`config.mk`:
```
export PLATFORM = sky130hd
export DESIGN_NAME = load_store_unit_flat
export DESIGN_NICKNAME = d
export VERILOG_FILES = /design/src/rtl/lsu_pkg.sv /design/src/rtl/load_store_unit_if.sv /design/src/rtl/lsu_lane_align.sv /design/src/rtl/load_store_unit.sv /design/src/flat_wrapper.sv
export SDC_FILE = /design/constraint.sdc
export NUM_CORES = 1
export LEC_CHECK = 0
export ABC_AREA = 1
export CORE_MARGIN = 2
export CORE_UTILIZATION = 35
export CTS_CLUSTER_SIZE = 14
export DETAILED_ROUTE_END_ITERATION = 16
export MAX_ROUTING_LAYER = met4
export PLACE_DENSITY = 0.68
export SYNTH_ARGS = -nofsm -noshare
export SYNTH_HDL_FRONTEND = slang
export SYNTH_SLANG_ARGS = --single-unit
```
`constraint.sdc`:
```
create_clock -name clk -period 1.4 [get_ports clk]
set_clock_uncertainty 0.05 [all_clocks]
set_input_delay 0.28 -clock clk [delete_from_list [all_inputs] [get_ports clk]]
set_output_delay 0.28 -clock clk [all_outputs]
set_load 0.02 [all_outputs]
```
`src/rtl/lsu_pkg.sv`:
```
// Shared definitions for the load/store unit: RV32 size codes, FSM states
// and the access-timeout counter width.
package lsu_pkg;

  localparam logic [2:0] F3_B  = 3'b000;
  localparam logic [2:0] F3_H  = 3'b001;
  localparam logic [2:0] F3_W  = 3'b010;
  localparam logic [2:0] F3_BU = 3'b100;
  localparam logic [2:0] F3_HU = 3'b101;

  localparam int CNT_W = 8;

  typedef enum logic [1:0] {
    IDLE   = 2'd0,
    ACCESS = 2'd1,
    RESP   = 2'd2
  } lsu_state_e;

endpackage

```
`src/rtl/load_store_unit_if.sv`:
```
// Core-side request/response and memory-side bus of the load/store unit.
// The LSU is the slave; the core/memory environment is the master.
interface load_store_unit_if;

  logic        req_valid;
  logic        req_we;
  logic [2:0]  req_funct3;
  logic [31:0] req_addr;
  logic [31:0] req_wdata;
  logic        stall;
  logic        done;
  logic        err;
  logic [31:0] rdata;
  logic        mem_req;
  logic        mem_we;
  logic [31:0] mem_addr;
  logic [3:0]  mem_wstrb;
  logic [31:0] mem_wdata;
  logic        mem_ready;
  logic [31:0] mem_rdata;

  modport slave (
    input  req_valid, req_we, req_funct3, req_addr, req_wdata, mem_ready, mem_rdata,
    output stall, done, err, rdata, mem_req, mem_we, mem_addr, mem_wstrb, mem_wdata
  );

  modport master (
    output req_valid, req_we, req_funct3, req_addr, req_wdata, mem_ready, mem_rdata,
    input  stall, done, err, rdata, mem_req, mem_we, mem_addr, mem_wstrb, mem_wdata
  );

endinterface

```
`src/rtl/lsu_lane_align.sv`:
```
// Combinational byte-lane steering: store strobes/replication, request legality,
// and load byte/halfword extraction with sign or zero extension.
module lsu_lane_align
  import lsu_pkg::*;
(
  input  logic        req_we_i,
  input  logic [2:0]  req_funct3_i,
  input  logic [1:0]  req_addr_lo_i,
  input  logic [31:0] req_wdata_i,
  input  logic [2:0]  ld_funct3_i,
  input  logic [1:0]  ld_addr_lo_i,
  input  logic [31:0] mem_rdata_i,
  output logic [3:0]  wstrb_o,
  output logic [31:0] wdata_o,
  output logic        bad_o,
  output logic [31:0] ld_data_o
);

  logic [3:0]  strb_s;
  logic        misalign_s;
  logic        illegal_s;
  logic [7:0]  byte_s;
  logic [15:0] half_s;

  // Store lane steering and size/alignment legality of the live request.
  always_comb begin
    strb_s     = 4'b0000;
    wdata_o    = req_wdata_i;
    misalign_s = 1'b0;
    illegal_s  = 1'b0;
    case (req_funct3_i)
      F3_B, F3_BU: begin
        strb_s  = 4'b0001 << req_addr_lo_i;
        wdata_o = {4{req_wdata_i[7:0]}};
      end
      F3_H, F3_HU: begin
        misalign_s = req_addr_lo_i[0];
        strb_s     = req_addr_lo_i[1] ? 4'b1100 : 4'b0011;
        wdata_o    = {2{req_wdata_i[15:0]}};
      end
      F3_W: begin
        misalign_s = (req_addr_lo_i != 2'b00);
        strb_s     = 4'b1111;
      end
      default: begin
        illegal_s = 1'b1;
      end
    endcase
  end

  // Unsigned variants exist only for loads.
  assign wstrb_o = req_we_i ? strb_s : 4'b0000;
  assign bad_o   = misalign_s | illegal_s | (req_we_i & req_funct3_i[2]);

  // Byte lane selection for the registered load offset.
  always_comb begin
    case (ld_addr_lo_i)
      2'b00:   byte_s = mem_rdata_i[7:0];
      2'b01:   byte_s = mem_rdata_i[15:8];
      2'b10:   byte_s = mem_rdata_i[23:16];
      default: byte_s = mem_rdata_i[31:24];
    endcase
  end

  assign half_s = ld_addr_lo_i[1] ? mem_rdata_i[31:16] : mem_rdata_i[15:0];

  // Width-dependent sign or zero extension.
  always_comb begin
    case (ld_funct3_i)
      F3_B:    ld_data_o = {{24{byte_s[7]}}, byte_s};
      F3_BU:   ld_data_o = {24'h00_0000, byte_s};
      F3_H:    ld_data_o = {{16{half_s[15]}}, half_s};
      F3_HU:   ld_data_o = {16'h0000, half_s};
      default: ld_data_o = mem_rdata_i;
    endcase
  end

endmodule

```
`src/rtl/load_store_unit.sv`:
```
// Load/store unit: turns sized core accesses into word-aligned strobed memory
// transactions, stalls the core until completion, error or timeout.
module load_store_unit
  import lsu_pkg::*;
#(
  parameter int TIMEOUT = 255
)
(
  input logic              clk,
  input logic              reset,
  load_store_unit_if.slave lsu
);

  localparam logic [CNT_W-1:0] TMO_LAST = CNT_W'(TIMEOUT - 1);

  lsu_state_e       state_q;
  logic [CNT_W-1:0] cnt_q;
  logic             we_q;
  logic [2:0]       funct3_q;
  logic [1:0]       addr_lo_q;
  logic [31:0]      mem_addr_q;
  logic [3:0]       wstrb_q;
  logic [31:0]      wdata_q;
  logic [31:0]      rdata_q;
  logic             mem_req_q;
  logic             done_q;
  logic             err_q;

  logic [3:0]       wstrb_s;
  logic [31:0]      wdata_s;
  logic             bad_s;
  logic [31:0]      ld_data_s;

  lsu_lane_align u_align (
    .req_we_i      (lsu.req_we),
    .req_funct3_i  (lsu.req_funct3),
    .req_addr_lo_i (lsu.req_addr[1:0]),
    .req_wdata_i   (lsu.req_wdata),
    .ld_funct3_i   (funct3_q),
    .ld_addr_lo_i  (addr_lo_q),
    .mem_rdata_i   (lsu.mem_rdata),
    .wstrb_o       (wstrb_s),
    .wdata_o       (wdata_s),
    .bad_o         (bad_s),
    .ld_data_o     (ld_data_s)
  );

  // Access FSM; every output except stall is a register updated here.
  always_ff @(posedge clk or negedge reset) begin
    if (!reset) begin
      state_q    <= IDLE;
      cnt_q      <= '0;
      we_q       <= 1'b0;
      funct3_q   <= 3'b000;
      addr_lo_q  <= 2'b00;
      mem_addr_q <= 32'h0000_0000;
      wstrb_q    <= 4'b0000;
      wdata_q    <= 32'h0000_0000;
      rdata_q    <= 32'h0000_0000;
      mem_req_q  <= 1'b0;
      done_q     <= 1'b0;
      err_q      <= 1'b0;
    end else begin
      case (state_q)
        IDLE: begin
          done_q <= 1'b0;
          err_q  <= 1'b0;
          if (lsu.req_valid) begin
            if (bad_s) begin
              state_q <= RESP;
              done_q  <= 1'b1;
              err_q   <= 1'b1;
            end else begin
              state_q    <= ACCESS;
              cnt_q      <= '0;
              we_q       <= lsu.req_we;
              funct3_q   <= lsu.req_funct3;
              addr_lo_q  <= lsu.req_addr[1:0];
              mem_addr_q <= {lsu.req_addr[31:2], 2'b00};
              wstrb_q    <= wstrb_s;
              wdata_q    <= wdata_s;
              mem_req_q  <= 1'b1;
            end
          end
        end
        ACCESS: begin
          // Ready wins over a simultaneous timeout.
          if (lsu.mem_ready) begin
            state_q   <= RESP;
            mem_req_q <= 1'b0;
            done_q    <= 1'b1;
            err_q     <= 1'b0;
            if (!we_q) begin
              rdata_q <= ld_data_s;
            end
          end else if (cnt_q == TMO_LAST) begin
            state_q   <= RESP;
            cnt_q     <= cnt_q + CNT_W'(1);
            mem_req_q <= 1'b0;
            done_q    <= 1'b1;
            err_q     <= 1'b1;
          end else begin
            cnt_q <= cnt_q + CNT_W'(1);
          end
        end
        RESP: begin
          state_q <= IDLE;
          done_q  <= 1'b0;
          err_q   <= 1'b0;
        end
        default: begin
          state_q   <= IDLE;
          mem_req_q <= 1'b0;
          done_q    <= 1'b0;
          err_q     <= 1'b0;
        end
      endcase
    end
  end

  assign lsu.stall     = (state_q == ACCESS) | ((state_q == IDLE) & lsu.req_valid);
  assign lsu.done      = done_q;
  assign lsu.err       = err_q;
  assign lsu.rdata     = rdata_q;
  assign lsu.mem_req   = mem_req_q;
  assign lsu.mem_we    = we_q;
  assign lsu.mem_addr  = mem_addr_q;
  assign lsu.mem_wstrb = wstrb_q;
  assign lsu.mem_wdata = wdata_q;

endmodule

```
`src/flat_wrapper.sv`:
```
// flat-port wrapper written by rule: the top's interface ports become plain ports
module load_store_unit_flat import lsu_pkg::*;
#(
  parameter int TIMEOUT = 255
)
  (clk, reset, lsu_req_valid, lsu_req_we, lsu_req_funct3, lsu_req_addr, lsu_req_wdata, lsu_mem_ready, lsu_mem_rdata, lsu_stall, lsu_done, lsu_err, lsu_rdata, lsu_mem_req, lsu_mem_we, lsu_mem_addr, lsu_mem_wstrb, lsu_mem_wdata);
  load_store_unit_if lsu_i ();
  input logic clk;
  input logic reset;
  input wire logic [$bits(lsu_i.req_valid)-1:0] lsu_req_valid;
  input wire logic [$bits(lsu_i.req_we)-1:0] lsu_req_we;
  input wire logic [$bits(lsu_i.req_funct3)-1:0] lsu_req_funct3;
  input wire logic [$bits(lsu_i.req_addr)-1:0] lsu_req_addr;
  input wire logic [$bits(lsu_i.req_wdata)-1:0] lsu_req_wdata;
  input wire logic [$bits(lsu_i.mem_ready)-1:0] lsu_mem_ready;
  input wire logic [$bits(lsu_i.mem_rdata)-1:0] lsu_mem_rdata;
  output wire logic [$bits(lsu_i.stall)-1:0] lsu_stall;
  output wire logic [$bits(lsu_i.done)-1:0] lsu_done;
  output wire logic [$bits(lsu_i.err)-1:0] lsu_err;
  output wire logic [$bits(lsu_i.rdata)-1:0] lsu_rdata;
  output wire logic [$bits(lsu_i.mem_req)-1:0] lsu_mem_req;
  output wire logic [$bits(lsu_i.mem_we)-1:0] lsu_mem_we;
  output wire logic [$bits(lsu_i.mem_addr)-1:0] lsu_mem_addr;
  output wire logic [$bits(lsu_i.mem_wstrb)-1:0] lsu_mem_wstrb;
  output wire logic [$bits(lsu_i.mem_wdata)-1:0] lsu_mem_wdata;
  assign lsu_i.req_valid = lsu_req_valid;
  assign lsu_i.req_we = lsu_req_we;
  assign lsu_i.req_funct3 = lsu_req_funct3;
  assign lsu_i.req_addr = lsu_req_addr;
  assign lsu_i.req_wdata = lsu_req_wdata;
  assign lsu_i.mem_ready = lsu_mem_ready;
  assign lsu_i.mem_rdata = lsu_mem_rdata;
  assign lsu_stall = lsu_i.stall;
  assign lsu_done = lsu_i.done;
  assign lsu_err = lsu_i.err;
  assign lsu_rdata = lsu_i.rdata;
  assign lsu_mem_req = lsu_i.mem_req;
  assign lsu_mem_we = lsu_i.mem_we;
  assign lsu_mem_addr = lsu_i.mem_addr;
  assign lsu_mem_wstrb = lsu_i.mem_wstrb;
  assign lsu_mem_wdata = lsu_i.mem_wdata;
  load_store_unit #(.TIMEOUT(TIMEOUT)) u_core (.clk(clk), .reset(reset), .lsu(lsu_i));
endmodule
```
; Word-level counts from Yosys, hierarchy flattened
; Index checks and enable logic that the tools add are counted.
[word_totals]
ram_bits = 0
elab_cells = 82
mem_bits_ro = 0
latch_bits = 0
n_memories = 0
ff_bits = 117
[op_classes]
bitwise_logic = 8
div = 0
shifts = 1
eq_ne = 16
add_sub_neg = 1
multipliers = 0
n_reduce_logical = 14
magnitude_cmp = 0
mux = 30
[ops]
columns = cell, n
row1 = 32-bit one-hot mux with 4 select lines, 1
row2 = 32-bit one-hot mux with 2 select lines, 1
row3 = 8-bit two-way mux, 3
row4 = 8-bit one-hot mux with 3 select lines, 1
row5 = 16-bit two-way mux, 1
row6 = 8-bit one-hot mux with 2 select lines, 1
row7 = "3-bit == test, second input constant", 4
row8 = 4-bit one-hot mux with 3 select lines, 1
row9 = 1-bit two-way mux, 10
row10 = "8-bit by 1-bit adder with 8-bit output, second input constant", 1
row11 = "8-bit == test, second input constant", 1
row12 = 2-bit two-way mux, 4
row13 = 4-bit two-way mux, 2
row14 = 4-bit AND reduction, 2
row15 = "3-bit by 1-bit == test with 1-bit output, second input constant", 2
row16 = 3-bit zero test, 2
row17 = "2-bit inequality test, second input constant", 3
row18 = 1-bit one-hot mux with 2 select lines, 3
row19 = 3-bit AND reduction, 2
row20 = 5-bit OR reduction, 1
row21 = "2-bit by 1-bit == test with 1-bit output, second input constant", 2
row22 = "2-bit == test, second input constant", 2
row23 = 2-bit zero test, 2
row24 = 2-bit one-hot mux with 2 select lines, 1
row25 = other kinds (10), 17

; Logic depth before layout (Yosys ltp)
[logic_depth]
word_depth = 8
ltp_mapped = 11

; Modules after synthesis
; A second synthesis with hierarchy kept.
[hier_totals]
hier_cells = 777
area_unflattened_um2 = 6718.9
[by_module_without_submodules]
columns = mod, seq_area_each_um2, n_inst, cells_per_inst, area_each_um2
row1 = load_store_unit, 2927.8, 1, 479, 5233.8
row2 = lsu_lane_align, 0.0, 1, 298, 1485.2

; Least setup slack after synthesis
; Ideal clock, no wire load.
[synth_path]
path_type = register -> register
start = register u_core.state_q[1]
end = register u_core.wstrb_q[0] (netlist: u_core.lsu.mem_wstrb[0])
stages_incl_launch_ff = 9
t_arrival_ns = 1.276
t_required_ns = 1.227
period_less_slack_ns = 1.449
path_buffers = 2
setup_slack_ns = -0.049
setup_ns = 0.123
path_cell_list = dfrtp_1 > nor2_1 > inv_1 > nor2_2 > nand3_4 > buf_6 > buf_4 > nand2_1 > nand2_1
[synth_between]
elab_chain_cells = 2
[synth_lines]
columns = element, line
row1 = "start, declared", load_store_unit.sv:16  ; lsu_state_e state_q;
row2 = "start signal, assigned", load_store_unit.sv:51  ; state_q <= IDLE;
row3 = "start signal, assigned", load_store_unit.sv:70  ; state_q <= RESP;
row4 = "start signal, assigned", load_store_unit.sv:74  ; state_q <= ACCESS;
row5 = 2-bit zero test, load_store_unit.sv:64  ; case (state_q)
row6 = 3-bit AND reduction (no source line), --
row7 = "end signal, assigned", load_store_unit.sv:80  ; wstrb_q <= wstrb_s;
row8 = "end, declared", load_store_unit.sv:22  ; logic [3:0] wstrb_q;
; Every way passes these cells.
; A chain may end at the register's enable or synchronous reset.

; Final worst setup path
[layout_path]
start = register u_core.state_q[0]
end = output port lsu_stall
[layout_between]
elab_chain_cells = 3
word_cells_on_any_way = 4
cone_classes = 1 x eq/ne / 2 x bitwise / 1 x reduce/logical
[layout_lines]
columns = element, line
row1 = 2-bit zero test, load_store_unit.sv:121  ; assign lsu.stall = (state_q == ACCESS) | ((state_q == IDLE) & lsu.req_valid);
row2 = 1-bit AND, load_store_unit.sv:121
row3 = 1-bit OR (*), load_store_unit.sv:121
row4 = "end, declared", flat_wrapper.sv:17  ; output wire logic [$bits(lsu_i.stall)-1:0] lsu_stall;
; Mark *: on every way between the ends. The rest lies on a longest branch, timed or not.

==> impl_metrics.toml <==
[status]
status = "finished with violations"
violations = "setup timing"

[power]
cellPowerDensity_mw_per_mm2 = 2100
power.leakage_uw = 0.00466
ir_worst_vdd_v = 0.000922

[layout]
final_nets = 1107
area_growth_pct = 59.3
fillerInstances = 1471
drive_above_1_share_pct = 28.7
multi_input_area_mm2 = 0.00251
finalNonFillerCells = 1228
final-seq-area_mm2 = 0.00293
final_util_pct = 56.9

[global_routing]
track_usage_pct = 21.1
antenna_found_initial = 1
overflow = 0
grt_max_degree = 59
first_global_vias = 5450
grt_pass1_wl_um = 27100

[timing]
drv_slew = 0
min_period_ns = 1.51
fin_ws_ns = -0.106
rsz0062_at_grt = "true"
setup_viol = 105
hold_viol_final = 0
fmax_mhz = 664
min_period_over_period_pct = 108

[setup_path]
critPathCaptureType = "primary output"
critical_path.max_fanout = 3
cp-start-kind = "flop"
crit_type = "reg2out"
critPathArrivalTime_ns = 1.18
reg2reg_depth = 8
cp.required_ns = 1.07

[drt]
drcViolationCount = 0
routed_wl_um = 17500
vias = 5789
ant_nets = 0
dr.pass1.iters = 5
initialDrtViolationCount = 298
avgViaCountPerCell = 4.71
wire_per_inst_um = 14.2

[synth]
synth.distinct_cells = 28
synthAdderAreaFrac_pct = 0.443
syn_area_per_cell_um2 = 7.76
synth_compound_area_share_pct = 10.9
yosysTopAreaCellShare_pct = 51.8
synth_xor_area_share_pct = 0.465
synth-seq-area-share_pct = 51.8
synth_area_leaders = "dfrtp_1, nand2_1, o21ai_0"
synth_ff_type = "dfrtp_1"
synthArstFlopShare_pct = 100
syn_area_mm2 = 0.00565
synth-simple-area-share_pct = 28.0
yosysWarnings = 0
ys_ff_latch = 117
yosysTopAreaCell = "dfrtp_1"
synth_top_family_by_area = "simple AND/OR/NAND/NOR gates"
synthCells = 728
synthMuxAreaShare_pct = 0.709
synth-edff-count = 0

[run]
maxCapViolCount = 0

[floorplan]
coreArea_mm2 = 0.0158
die_h_um = 131
ios = 209
rows = 46
initial_core_util_pct = 35.7
die_area_mm2 = 0.0172
die_w_um = 131

[clock_tree]
h-tree-depth = 4
cts.sinks = 117
numCtsBuffers = 17
path_clk_slew_ns = 0.05
cts_max_path_buffers = 2
cts_tree = "done"
clk_latency_ns = 0.41
root_buffer = "clkbuf_16"

[place]
post-place-ws_ns = -0.539
port_buffers = 206
dp_hpwl_um = 12200
numPlacedInstances = 1176
place.gp.congestion = 0.867

[worst_hold_path]
hold_class = "in2async"
area by class of cell:
| class | instances | share of cell area, % |
|---|---|---|
| Multi-Input combinational cell | 512 | 27.9 |
| Inverter | 61 | 2.65 |
| Clock buffer | 24 | 5.35 |
| Antenna cell | 1 | 0.0278 |
| Tap cell | 216 | 3.00 |
| Timing Repair Buffer | 292 | 27.6 |
| Clock inverter | 5 | 0.834 |
| Sequential cell | 117 | 32.6 |
power breakdown:
group          internal [uW]  switching, uW  leakage, uW
sequential              4910            945      0.00146
combinational           3670           5220      0.00292
clock                   2720           1430     0.000276
cells by family (layout without fill, tap and decap cells):
family	count (synthesis)	count (layout)
AND/OR/NAND/NOR	382	382
AO/OA/AOI/OAI	119	119
flip-flops	117	117
buffers and inverters	100	382
multiplexers	4	4
XOR/XNOR	3	3
adder cells (fa/ha/maj)	2	2
other	1	3
final timing paths:
kind	start	endpoint	slack [ns]
max	u_core.state_q[0]	lsu_stall	-0.11
min	reset	u_core.lsu.mem_addr[31]	0.30
max reg2reg	u_core.state_q[0]	u_core.lsu.mem_addr[27]	-0.10
min reg2reg	u_core.lsu.rdata[3]	u_core.lsu.rdata[3]	0.41
max in group asynchronous	reset	u_core.lsu.rdata[17]	0.49
min in group clk	lsu_req_addr[9]	u_core.lsu.mem_addr[9]	0.35
cells in the mapped netlist (2+ instances only):
cell      count
a21oi_1      53
buf_2        19
buf_4         6
clkbuf_1     12
dfrtp_1     117
ha_1          2
inv_1        56
inv_2         5
mux2i_1       4
nand2_1     290
nand3_1      40
nand4_1       5
nor2_1       19
nor2_2        5
nor3_1        3
o211ai_1      7
o21ai_0      57
or2_0         8
or2_2         9
xor2_1        3
through the flow:
stage	hold WS [ns]	power, uW	setup TNS [ns]	area, um2
3_3_place_gp	0.171	15000	-45.25	8400
6_report	0.299	18900	-4.59	9000
3_5_place_dp	0.177	15100	-48.21	8400
5_1_grt	0.336	20200	-14.29	9000
4_1_cts	0.308	18700	-3.04	8940
2_1_floorplan	-0.0656	10400	-0.0284	5660
metal layers:
| layer | global-route usage, % | part of all wire (%) | vias to the layer above |
|---|---|---|---|
| li1 | - | - | 2849 |
| met1 | 26.6 | 43 | 2677 |
| met2 | 33.4 | 46 | 230 |
| met3 | 5.05 | 8.3 | 33 |
| met4 | 7.63 | 2.4 | 0 |
| met5 | - | 0 | - |
sequential cells by signal, summed over array words and instances (netlist names), 2 cells and up:
signal,count
u_core.addr_lo_q,2
u_core.cnt_q,8
u_core.funct3_q,3
u_core.lsu.mem_addr,30
u_core.lsu.mem_wdata,32
u_core.lsu.mem_wstrb,4
u_core.lsu.rdata,32
u_core.state_q,2
cell usage in the layout (no fill, tap or decap), drive strengths merged:
| cell | Yosys | layout |
|---|---|---|
| o21bai | 1 | 1 |
| dlygate4sd2 | 0 | 1 |
| a31oi | 1 | 1 |
| conb | 1 | 2 |
| nand2 | 291 | 291 |
| clkdlybuf4s15 | 0 | 5 |
| o21ai | 57 | 57 |
| or2 | 17 | 17 |
| diode | 0 | 1 |
| xor2 | 3 | 3 |
| nand4 | 5 | 5 |
| nand3 | 41 | 41 |
| clkinv | 0 | 3 |
| dlygate4sd3 | 0 | 1 |
| nor2 | 25 | 25 |
| ha | 2 | 2 |
| nor3 | 3 | 3 |
| clkdlybuf4s50 | 0 | 101 |
| o211ai | 7 | 7 |
| a21oi | 53 | 53 |
| bufinv | 0 | 2 |
| inv | 61 | 61 |
| buf | 26 | 180 |
| mux2i | 4 | 4 |
| clkbuf | 13 | 28 |
| dfrtp | 117 | 117 |
worst max-delay path: stages, from the launching register on:
cell and delay, ns:
dfrtp_1 0.43, inv_2 0.07, a21oi_2 0.15, buf_6 0.13
timing repair:
action | 4_1_cts | 5_1_grt
hold endpoints to repair | 22 | 0
buffers inserted | 3 | 14
endpoints found under the setup margin | 217 | 175
cloned | 0 | 5
hold buffers | 1 | 0
pin swaps | 11 | 18
gates resized for setup | 385 | 133
Note: power is estimated with default switching activity, not from simulation.
